### src/rtl/mem_array_summer.sv
// Sums a run of 8-bit memory elements into a 16-bit accumulator and
// stores the result little-endian at dst/dst+1 through a single memory port.
module mem_array_summer #(
    parameter int ELEM_SIGNED = 1
) (
    input  logic        clk,
    input  logic        rst,
    input  logic        start,
    input  logic [7:0]  base_addr,
    input  logic [7:0]  count,
    input  logic [7:0]  dst_addr,
    output logic [7:0]  mem_address,
    output logic [7:0]  mem_data,
    output logic        mem_store,
    input  logic [7:0]  mem_out,
    output logic        busy,
    output logic        done,
    output logic [15:0] sum
);

    typedef enum logic [2:0] {
        IDLE = 3'd0,
        READ = 3'd1,
        WRLO = 3'd2,
        WRHI = 3'd3,
        DONE = 3'd4
    } state_t;

    state_t      state_reg;
    logic [7:0]  ptr_reg;
    logic [7:0]  rem_reg;
    logic [7:0]  dst_reg;
    logic [15:0] acc_reg;
    logic [15:0] elem_ext;
    logic [15:0] acc_next;

    generate
        if (ELEM_SIGNED != 0) begin : g_sext
            assign elem_ext = {{8{mem_out[7]}}, mem_out};
        end else begin : g_zext
            assign elem_ext = {8'h00, mem_out};
        end
    endgenerate

    assign acc_next = acc_reg + elem_ext;

    // Outputs are registered: each transition loads the values the next state drives.
    always_ff @(posedge clk or posedge rst) begin
        if (rst) begin
            state_reg   <= IDLE;
            ptr_reg     <= 8'h00;
            rem_reg     <= 8'h00;
            dst_reg     <= 8'h00;
            acc_reg     <= 16'h0000;
            mem_address <= 8'h00;
            mem_data    <= 8'h00;
            mem_store   <= 1'b0;
            busy        <= 1'b0;
            done        <= 1'b0;
            sum         <= 16'h0000;
        end else begin
            done <= 1'b0;
            case (state_reg)
                IDLE: begin
                    if (start) begin
                        ptr_reg <= base_addr;
                        rem_reg <= count;
                        dst_reg <= dst_addr;
                        acc_reg <= 16'h0000;
                        busy    <= 1'b1;
                        if (count != 8'd0) begin
                            state_reg   <= READ;
                            mem_address <= base_addr;
                        end else begin
                            state_reg   <= WRLO;
                            mem_address <= dst_addr;
                            mem_data    <= 8'h00;
                            mem_store   <= 1'b1;
                        end
                    end
                end
                READ: begin
                    acc_reg <= acc_next;
                    ptr_reg <= ptr_reg + 8'd1;
                    rem_reg <= rem_reg - 8'd1;
                    if (rem_reg == 8'd1) begin
                        state_reg   <= WRLO;
                        mem_address <= dst_reg;
                        mem_data    <= acc_next[7:0];
                        mem_store   <= 1'b1;
                    end else begin
                        mem_address <= ptr_reg + 8'd1;
                    end
                end
                WRLO: begin
                    state_reg   <= WRHI;
                    mem_address <= dst_reg + 8'd1;
                    mem_data    <= acc_reg[15:8];
                end
                WRHI: begin
                    state_reg   <= DONE;
                    mem_address <= 8'h00;
                    mem_data    <= 8'h00;
                    mem_store   <= 1'b0;
                    done        <= 1'b1;
                    sum         <= acc_reg;
                end
                DONE: begin
                    state_reg <= IDLE;
                    busy      <= 1'b0;
                end
                default: begin
                    state_reg   <= IDLE;
                    mem_address <= 8'h00;
                    mem_data    <= 8'h00;
                    mem_store   <= 1'b0;
                    busy        <= 1'b0;
                end
            endcase
        end
    end

endmodule

### config.mk
export PLATFORM = sky130hd
export DESIGN_NAME = mem_array_summer
export DESIGN_NICKNAME = d
export VERILOG_FILES = /design/src/rtl/mem_array_summer.sv
export SDC_FILE = /design/constraint.sdc
export NUM_CORES = 1
export LEC_CHECK = 0
export BUFFER_PORTS_ARGS = -buffer_cell sky130_fd_sc_hd__buf_2
export CORE_MARGIN = 8
export CORE_UTILIZATION = 50
export CTS_CLUSTER_DIAMETER = 200
export DETAILED_ROUTE_END_ITERATION = 10
export GPL_TIMING_DRIVEN = 0
export PLACE_DENSITY = 0.72
export SYNTH_ARGS = -nofsm -noshare
export SYNTH_HDL_FRONTEND = slang
export SYNTH_SLANG_ARGS = --single-unit
### constraint.sdc
create_clock -name clk -period 3.8 [get_ports clk]
set_input_delay 0.57 -clock clk [delete_from_list [all_inputs] [get_ports clk]]
set_output_delay 0.57 -clock clk [all_outputs]
set_load 0.05 [all_outputs]
==> results.json, run 1 <==
{
  "cp.required_ns": 4.02,
  "htree_num_levels": 3,
  "gp_congestion": 0.898,
  "fin_crit_ns": 2.60,
  "seq_area_frac_synth_pct": 44.1,
  "yosysUniqueCellTypes": 61,
  "postCtsSetupRepairBufs": 0,
  "netlist_instances": 494,
  "cp_num_cells": 9,
  "cp_cell_sequence": "ha_1, fa_1, a21o_1, a21oi_1, o21bai_1, o22ai_1, o21ai_0, xnor2_1, o21ai_0",
  "start_kind": "flop",
  "ctsHoldBuffers": 0,
  "num_rows": 34,
  "p_leak_nw": 2.54,
  "synth_flop_cell": "dfrtp_1",
  "ir_drop_mv": 0.439,
  "syn_nets": 549,
  "cts_resized": 0,
  "r2r_start": "acc_reg[0]",
  "initial_utilization_pct": 51.2,
  "async_reset_ff_share_pct": 100,
  "synthTopCellsByArea": "dfrtp_1 (44%), nand2_1 (9.4%), ha_1 (5.4%)",
  "cpMostUsedCell": "o21ai_0",
  "avgSynthCellArea_um2": 8.96,
  "worstPathMaxFanout": 4,
  "rrSetupSlack_ns": 1.20,
  "min_period_over_period_pct": 68.5,
  "fp.coreArea_mm2": 0.00864,
  "crit_arrival_ns": 2.82,
  "synth_edf_count": 0,
  "drt_iter0_drc": 179,
  "clk_latency_ns": 0.36,
  "syn_area_mm2": 0.00443,
  "viasPerCell": 5.82,
  "diodes": 0,
  "num_vias": 4005,
  "overflow": 0,
  "die_x_um": 110,
  "clockRootBuffer": "clkbuf_8",
  "hold_class": "in -> async",
  "r2r_end": "acc_reg[14]",
  "nNetsFinal": 630,
  "r2r_cells": 9,
  "skew_ns": 0.0113,
  "grt.total_usage_pct": 21.3,
  "tns_ns": 0,
  "grt_max_degree": 41,
  "fp.dieH_um": 110,
  "fmax_mhz": 384,
  "crit_end": "acc_reg[14]",
  "critPathSlowestCell": "dfrtp_1",
  "maxCapViolations": 0,
  "synth.top_cell.area_share_pct": 44.1,
  "synth_top_area_cell": "dfrtp_1",
  "dieArea_mm2": 0.0121,
  "clk_path_buf_depth": 2,
  "cp-startpoint": "acc_reg[0]",
  "layout-drive-gt1-share_pct": 19.8,
  "relSlewSlack_pct": 44.1,
  "grt_pass1_vias": 3949,
  "yosys_warnings": 0,
  "io_buffer_count": 69,
  "clock_sinks": 78,
  "cpLargestDelayFamily": "compound AO/OA/AOI/OAI gates",
  "first_pass_iters": 5,
  "area_growth_pct": 17.0,
  "cts-buffers-inserted": 9,
  "dp_hpwl_um": 9190,
  "final-hold-violation-count": 0,
  "detail_route.wl_per_cell_um": 18.0,
  "path_buf_inv": 0,
  "finalSetupViolations": 0,
  "grt_antenna_before_repair": 0,
  "rsz0062_at_grt": "no",
  "cts_tree": "built",
  "clk_pin_slew_worst_paths_ns": 0.09,
  "ant_nets": 0,
  "worst_pin_slew_ns": 0.831,
  "drv_slew": 0,
  "path_class": "reg -> reg",
  "final_util_pct": 59.9,
  "grt_pass1_wl_um": 20100,
  "end_kind": "flop",
  "ios": 70,
  "wl_um": 12400,
  "outcome": "finished, final reports clean",
  "drc_errors": 0,
  "max_stage_delay_ns": 0.41,
  "power_density_mw_per_mm2": 913,
  "synth-seq-cells": 78
}
## cell type report
| class | count | area [µm²] |
|---|---|---|
| inverters | 14 | 55.1 |
| fillers | 786 | 3460 |
| well taps | 108 | 135 |
| multi-input cells | 380 | 2310 |
| repair buffers | 70 | 365 |
| plain buffers | 22 | 109 |
| clock inverters | 5 | 106 |
| clock buffers | 11 | 141 |
| flip-flops and latches | 78 | 1950 |
## metal layers
metal	wire, µm	track usage [%]	share of wire [%]	up-vias
met5	0	0	0	-
met3	966	3.49	7.8	23
met1	5040	26.8	41	1915
met2	6050	35.1	49	144
li1	-	-	-	1923
met4	347	9.84	2.8	0
## stage by stage
step / area [µm²] / std cells / total power, mW / worst slack [ns] / hold WS, ns
6_report: 5180 / 688 / 4.73 / 1.20 / 0.245
5_1_grt: 5180 / 688 / 5.06 / 1.01 / 0.290
4_1_cts: 5180 / 688 / 4.73 / 1.20 / 0.257
3_5_place_dp: 4930 / 672 / 3.94 / 0.966 / 0.457
3_3_place_gp: 4910 / 671 / 3.88 / 0.269 / 0.456
2_1_floorplan: 4430 / 494 / 3.34 / 1.23 / 0.448
## logic make-up (layout without fill, tap and decap cells)
group                    Yosys count  count (layout)  synth area share, %
multiplexers                       2               2                0.481
AND/OR/NAND/NOR                  194             194                 20.3
XOR/XNOR                          22              22                 4.35
flip-flops                        78              78                 44.1
AO/OA/AOI/OAI                    142             142                 21.3
adder cells (fa/ha/maj)           20              20                 5.82
buffers and inverters             36             122                 3.65
## cell usage in the layout, fill, tap and decap left out, drive strengths merged, types with 3 or more instances in the layout
master	synthesis	final
o31ai	3	3
bufinv	0	3
nor4	5	5
a211o	3	3
nor3	9	9
xor2	6	6
and2	3	3
inv	13	13
ha	19	19
o211ai	7	7
o22ai	4	4
a222oi	4	4
a221oi	4	4
nand2	112	112
a211oi	5	5
buf	11	81
xnor2	16	16
a22oi	7	7
nand3	20	20
and3	8	8
a221o	4	4
clkbuf	11	22
a21oi	34	34
o21ai	41	41
a22o	8	8
a21o	9	9
nor2	26	26
dfrtp	78	78
## worst min-delay path by stage
stage / to / cells past startpoint / from / slack (ns)
floorplan: rem_reg[7] / 1 / rem_reg[7] / 0.45
global placement: sum[3] / 2 / sum[3] / 0.46
detailed placement: sum[7] / 2 / sum[7] / 0.46
CTS: mem_address[5] / 2 / rst / 0.26
global route: mem_address[5] / 2 / rst / 0.29
finish: mem_address[5] / 2 / rst / 0.25
## power by group
part,internal (mW),switching (mW),total (mW)
Clock,0.456,0.327,0.783
Combinational,0.881,1.51,2.39
Sequential,1.20,0.358,1.56
## cell usage after synthesis (8+ instances only)
master	instances
inv_1	12
o21ai_0	31
ha_1	19
a22o_1	8
dfrtp_1	78
buf_2	8
clkbuf_1	10
a21o_1	9
and3_1	8
nand3_1	19
a21oi_1	34
xnor2_1	16
nand2_1	111
nor2_1	26
Power figures use the tool's default switching activity.
==> run 2, diff against run 1 <==
- clock period: 3.8 -> 2.5 ns (I/O delays scaled with it)
==> results.json, run 2 (same netlist as run 1, synthesis figures left out) <==
{
  "min_period_over_period_pct": 93.5,
  "layout-drive-gt1-share_pct": 20.3,
  "grt.total_usage_pct": 21.3,
  "gp_congestion": 0.898,
  "nNetsFinal": 631,
  "drt_iter0_drc": 211,
  "worstPathMaxFanout": 4,
  "dieArea_mm2": 0.0121,
  "grt_pass1_vias": 3949,
  "cts-buffers-inserted": 9,
  "ios": 70,
  "ctsHoldBuffers": 0,
  "crit_arrival_ns": 2.56,
  "dp_hpwl_um": 9190,
  "ant_nets": 0,
  "die_x_um": 110,
  "fmax_mhz": 428,
  "skew_ns": 0.0115,
  "detail_route.wl_per_cell_um": 18.0,
  "clockRootBuffer": "clkbuf_8",
  "stdcell_area_mm2": 0.00519,
  "clk_pin_slew_worst_paths_ns": 0.09,
  "r2r_end": "acc_reg[12]",
  "clk_latency_ns": 0.36,
  "viasPerCell": 5.83,
  "cts_tree": "built",
  "path_class": "reg -> reg",
  "power_density_mw_per_mm2": 1390,
  "worst_pin_slew_ns": 0.825,
  "grt_antenna_before_repair": 0,
  "fin_crit_ns": 2.34,
  "final-hold-violation-count": 0,
  "htree_num_levels": 3,
  "grt_max_degree": 41,
  "rrSetupSlack_ns": 0.16,
  "hold_class": "in -> async",
  "num_vias": 4018,
  "start_kind": "flop",
  "maxCapViolations": 0,
  "final_cell_mix": "nand2_1 (111), dfrtp_1 (78), buf_2 (77), a21oi_1 (33), o21ai_0 (31)",
  "fp.dieH_um": 110,
  "place_area_mm2": 0.00493,
  "end_kind": "flop",
  "diodes": 0,
  "finalSetupViolations": 0,
  "fp.coreArea_mm2": 0.00864,
  "io_buffer_count": 69,
  "drc_errors": 0,
  "timing.hold.ws_ns": 0.0458,
  "p_leak_nw": 2.55,
  "overflow": 0,
  "num_rows": 34,
  "outcome": "finished, final reports clean",
  "rsz0062_at_grt": "yes",
  "cp.required_ns": 2.72,
  "wl_um": 12400,
  "area_growth_pct": 17.4,
  "final_common_cell": "nand2_1",
  "drv_slew": 0,
  "first_pass_iters": 7,
  "clk_path_buf_depth": 2,
  "initial_utilization_pct": 51.2,
  "final_util_pct": 60.1,
  "grt_pass1_wl_um": 20100,
  "r2r_start": "acc_reg[0]",
  "relSlewSlack_pct": 44.5,
  "r2r_cells": 9,
  "ir_drop_mv": 0.681,
  "clock_sinks": 78
}
[run 2: changes by cell type in the layout (fill, tap and decap cells not counted)]
| cell | delta |
|---|---|
| a21oi_1 | -1 |
| buf_4 | +1 |
| o22ai_2 | +1 |
| a21oi_2 | +1 |
| o22ai_1 | -1 |
[run 2: power by group]
group	internal (mW)	switching (mW)	total, mW	leakage (nW)
Sequential	1.82	0.547	2.37	0.966
Clock	0.693	0.500	1.19	0.120
Combinational	1.36	2.29	3.66	1.47
Total	3.88	3.34	7.22	2.55
[run 2: layout make-up]
type                       instances  area (µm²)
tap                              108         135
buffer                            22         109
multi-input combinational        380        2320
inverter                          14        55.1
timing repair buffer              71         373
clock inverter                     5         106
fill                             781        3440
clock buffer                      11         141
sequential                        78        1950
[run 2: worst max-delay path, stage by stage (launching register included)]
cell	delay [ns]
dfrtp_1	0.41
ha_1	0.24
fa_1	0.41
a21o_1	0.21
a21oi_2	0.18
o21bai_1	0.12
o22ai_2	0.19
o221ai_1	0.19
xnor2_1	0.16
o21ai_0	0.09
[run 2: timing repair]
| item | CTS | global route |
|---|---|---|
| setup buffers | 0 | 1 |
| resized for setup | 1 | 1 |
| pin swaps | 0 | 1 |
| setup endpoints to repair | 2 | 4 |
[run 2: per-layer routing]
metal  routed length [µm]  vias to the layer above  track usage (%)  share of wire [%]
li1                     -                     1927                -                  -
met1                 5110                     1934             26.8                 41
met2                 6010                      133             35.1                 48
met3                  938                       24             3.49                7.6
met4                  359                        0             9.84                2.9
met5                    0                        -                0                  0
[run 2: metrics by stage]
step	TNS (ns)	power (mW)	setup WS (ns)	instances
after floorplan	0	5.08	0.130	494
after global placement	-65.11	5.90	-0.836	671
after detailed placement	-0.312	5.99	-0.139	672
after CTS	0	7.21	0.0504	688
after global routing	0	7.73	0.00377	689
final	0	7.22	0.162	689
[run 2: worst max path at each step]
stage | startpoint | cells past startpoint | to
4_1_cts | acc_reg[0] | 9 | acc_reg[14]
6_report | acc_reg[0] | 9 | acc_reg[12]
2_1_floorplan | rst | 1 | acc_reg[0]
5_1_grt | acc_reg[0] | 9 | acc_reg[12]
3_5_place_dp | mem_out[0] | 10 | acc_reg[14]
3_3_place_gp | rst | 2 | acc_reg[14]
==> run 3, diff against run 2 <==
- PLACE_DENSITY: 0.72 -> 0.75
==> results.json, run 3 (same netlist as run 1, synthesis figures left out) <==
{
  "layout-drive-gt1-share_pct": 20.5,
  "switchingPower_mw": 3.34,
  "grt_pass1_vias": 4093,
  "preCtsSetupSlack_ns": -0.195,
  "fp.coreArea_mm2": 0.00864,
  "r2r_end": "acc_reg[12]",
  "io_buffer_count": 69,
  "path_class": "reg -> reg",
  "rrSetupSlack_ns": 0.12,
  "drv_slew": 0,
  "diodes": 0,
  "clk_latency_ns": 0.36,
  "power_density_mw_per_mm2": 1350,
  "worstPathMaxFanout": 4,
  "cp.required_ns": 2.77,
  "r2r_start": "acc_reg[0]",
  "grt_max_degree": 41,
  "dieArea_mm2": 0.0121,
  "clock_sinks": 78,
  "intPower_mw": 3.58,
  "final_cell_mix": "nand2_1 (111), dfrtp_1 (78), buf_2 (77), a21oi_1 (33), o21ai_0 (31)",
  "first_pass_iters": 5,
  "grt_pass1_wl_um": 19700,
  "drt_iter0_drc": 188,
  "area_growth_pct": 15.8,
  "fp.dieH_um": 110,
  "rsz0062_at_grt": "no",
  "grt.total_usage_pct": 20.8,
  "ir_drop_mv": 0.666,
  "r2r_cells": 9,
  "end_kind": "flop",
  "htree_num_levels": 3,
  "clk_path_buf_depth": 2,
  "ant_nets": 0,
  "total_power_mw": 6.92,
  "skew_ns": 0.00775,
  "start_kind": "flop",
  "detail_route.wl_per_cell_um": 17.6,
  "cts_tree": "built",
  "outcome": "finished, final reports clean",
  "cts-buffers-inserted": 9,
  "final-hold-violation-count": 0,
  "num_vias": 4005,
  "pwr-share-clk_pct": 12.6,
  "crit_arrival_ns": 2.65,
  "setup_slack_ns": 0.119,
  "finalSetupViolations": 0,
  "tns_ns": 0,
  "combPwrFrac_pct": 53.2,
  "place_area_mm2": 0.00493,
  "dp.cells": 672,
  "final_util_pct": 59.3,
  "worst_pin_slew_ns": 0.779,
  "critPathSlowestCell": "dfrtp_1",
  "nNetsFinal": 631,
  "p_leak_nw": 2.52,
  "num_rows": 34,
  "p_seq_share_pct": 34.2,
  "finalNonFillerCells": 689,
  "fillers": 797,
  "final_common_cell": "nand2_1",
  "grt_antenna_before_repair": 0,
  "gp_congestion": 0.894,
  "max_stage_delay_ns": 0.42,
  "viasPerCell": 5.81,
  "die_x_um": 110,
  "ctsHoldBuffers": 0,
  "hold_class": "in -> async",
  "ios": 70,
  "cp_cell_sequence": "ha_1, fa_2, a21o_1, a21oi_2, o21bai_1, o22ai_2, o221ai_1, xnor2_1, o21ai_0",
  "min_period_over_period_pct": 95.2,
  "fin_crit_ns": 2.38,
  "stdcell_area_mm2": 0.00512,
  "clk_pin_slew_worst_paths_ns": 0.08,
  "maxCapViolations": 0,
  "initial_utilization_pct": 51.2,
  "fmax_mhz": 420,
  "p_sw_share_pct": 48.3,
  "drc_errors": 0,
  "overflow": 0,
  "timing.hold.ws_ns": 0.0452,
  "relSlewSlack_pct": 47.6,
  "wl_um": 12200,
  "dp_hpwl_um": 9050,
  "clockRootBuffer": "clkbuf_8"
}
## run 3: cell count changes in the layout (fill, tap and decap cells not counted), sizes merged
cell and change:
bufinv -3, clkinv +3
## run 3: layout make-up
class | count | area (µm²) | share of cell area (%)
Inverter | 14 | 55.1 | 1.07
Tap cell | 108 | 135 | 2.64
Buffer | 22 | 109 | 2.12
Multi-Input combinational cell | 380 | 2320 | 45.4
Sequential cell | 78 | 1950 | 38.1
Clock inverter | 5 | 35.0 | 0.684
Timing Repair Buffer | 71 | 373 | 7.28
Clock buffer | 11 | 141 | 2.76
## run 3: worst max path at each step
stage                           from          end  slack (ns)  depth (start not counted)
after global routing      acc_reg[0]  acc_reg[12]        0.01                          9
final                     acc_reg[0]  acc_reg[12]        0.12                          9
after global placement           rst      sum[13]       -0.85                          2
after detailed placement  mem_out[0]  acc_reg[12]       -0.20                         10
after CTS                 acc_reg[0]  acc_reg[12]       0.003                          9
after floorplan                  rst   acc_reg[0]        0.13                          1
## run 3: power groups by stage
stage | Sequential (mW) | Clock [mW] | Combinational, mW
after floorplan | 2.98 | 0 | 2.10
after global placement | 2.35 | 0 | 3.53
after detailed placement | 2.38 | 0 | 3.62
after CTS | 2.36 | 0.893 | 3.66
after global routing | 2.44 | 0.940 | 4.02
final | 2.37 | 0.873 | 3.68
## run 3: timing repair
item                       4_1_cts  5_1_grt
pin swaps                        1        1
setup endpoints to repair        3        3
gates resized for setup          1        2
setup buffers                    0        1
## run 3: metal layers
layer  global-route usage, %  vias up  wire length [µm]
met5                       0        -                 0
met2                    35.0      134              5990
li1                        -     1922                 -
met3                    3.20       25               764
met1                    25.3     1924              5100
met4                    10.6        0               302
## run 3: critical path, delay by kind of cell (launching register included)
kind	cells	cell delay, ns
AO/OA/AOI/OAI	6	1.11
adder cells (fa/ha/maj)	2	0.62
flip-flops	1	0.42
XOR/XNOR	1	0.15
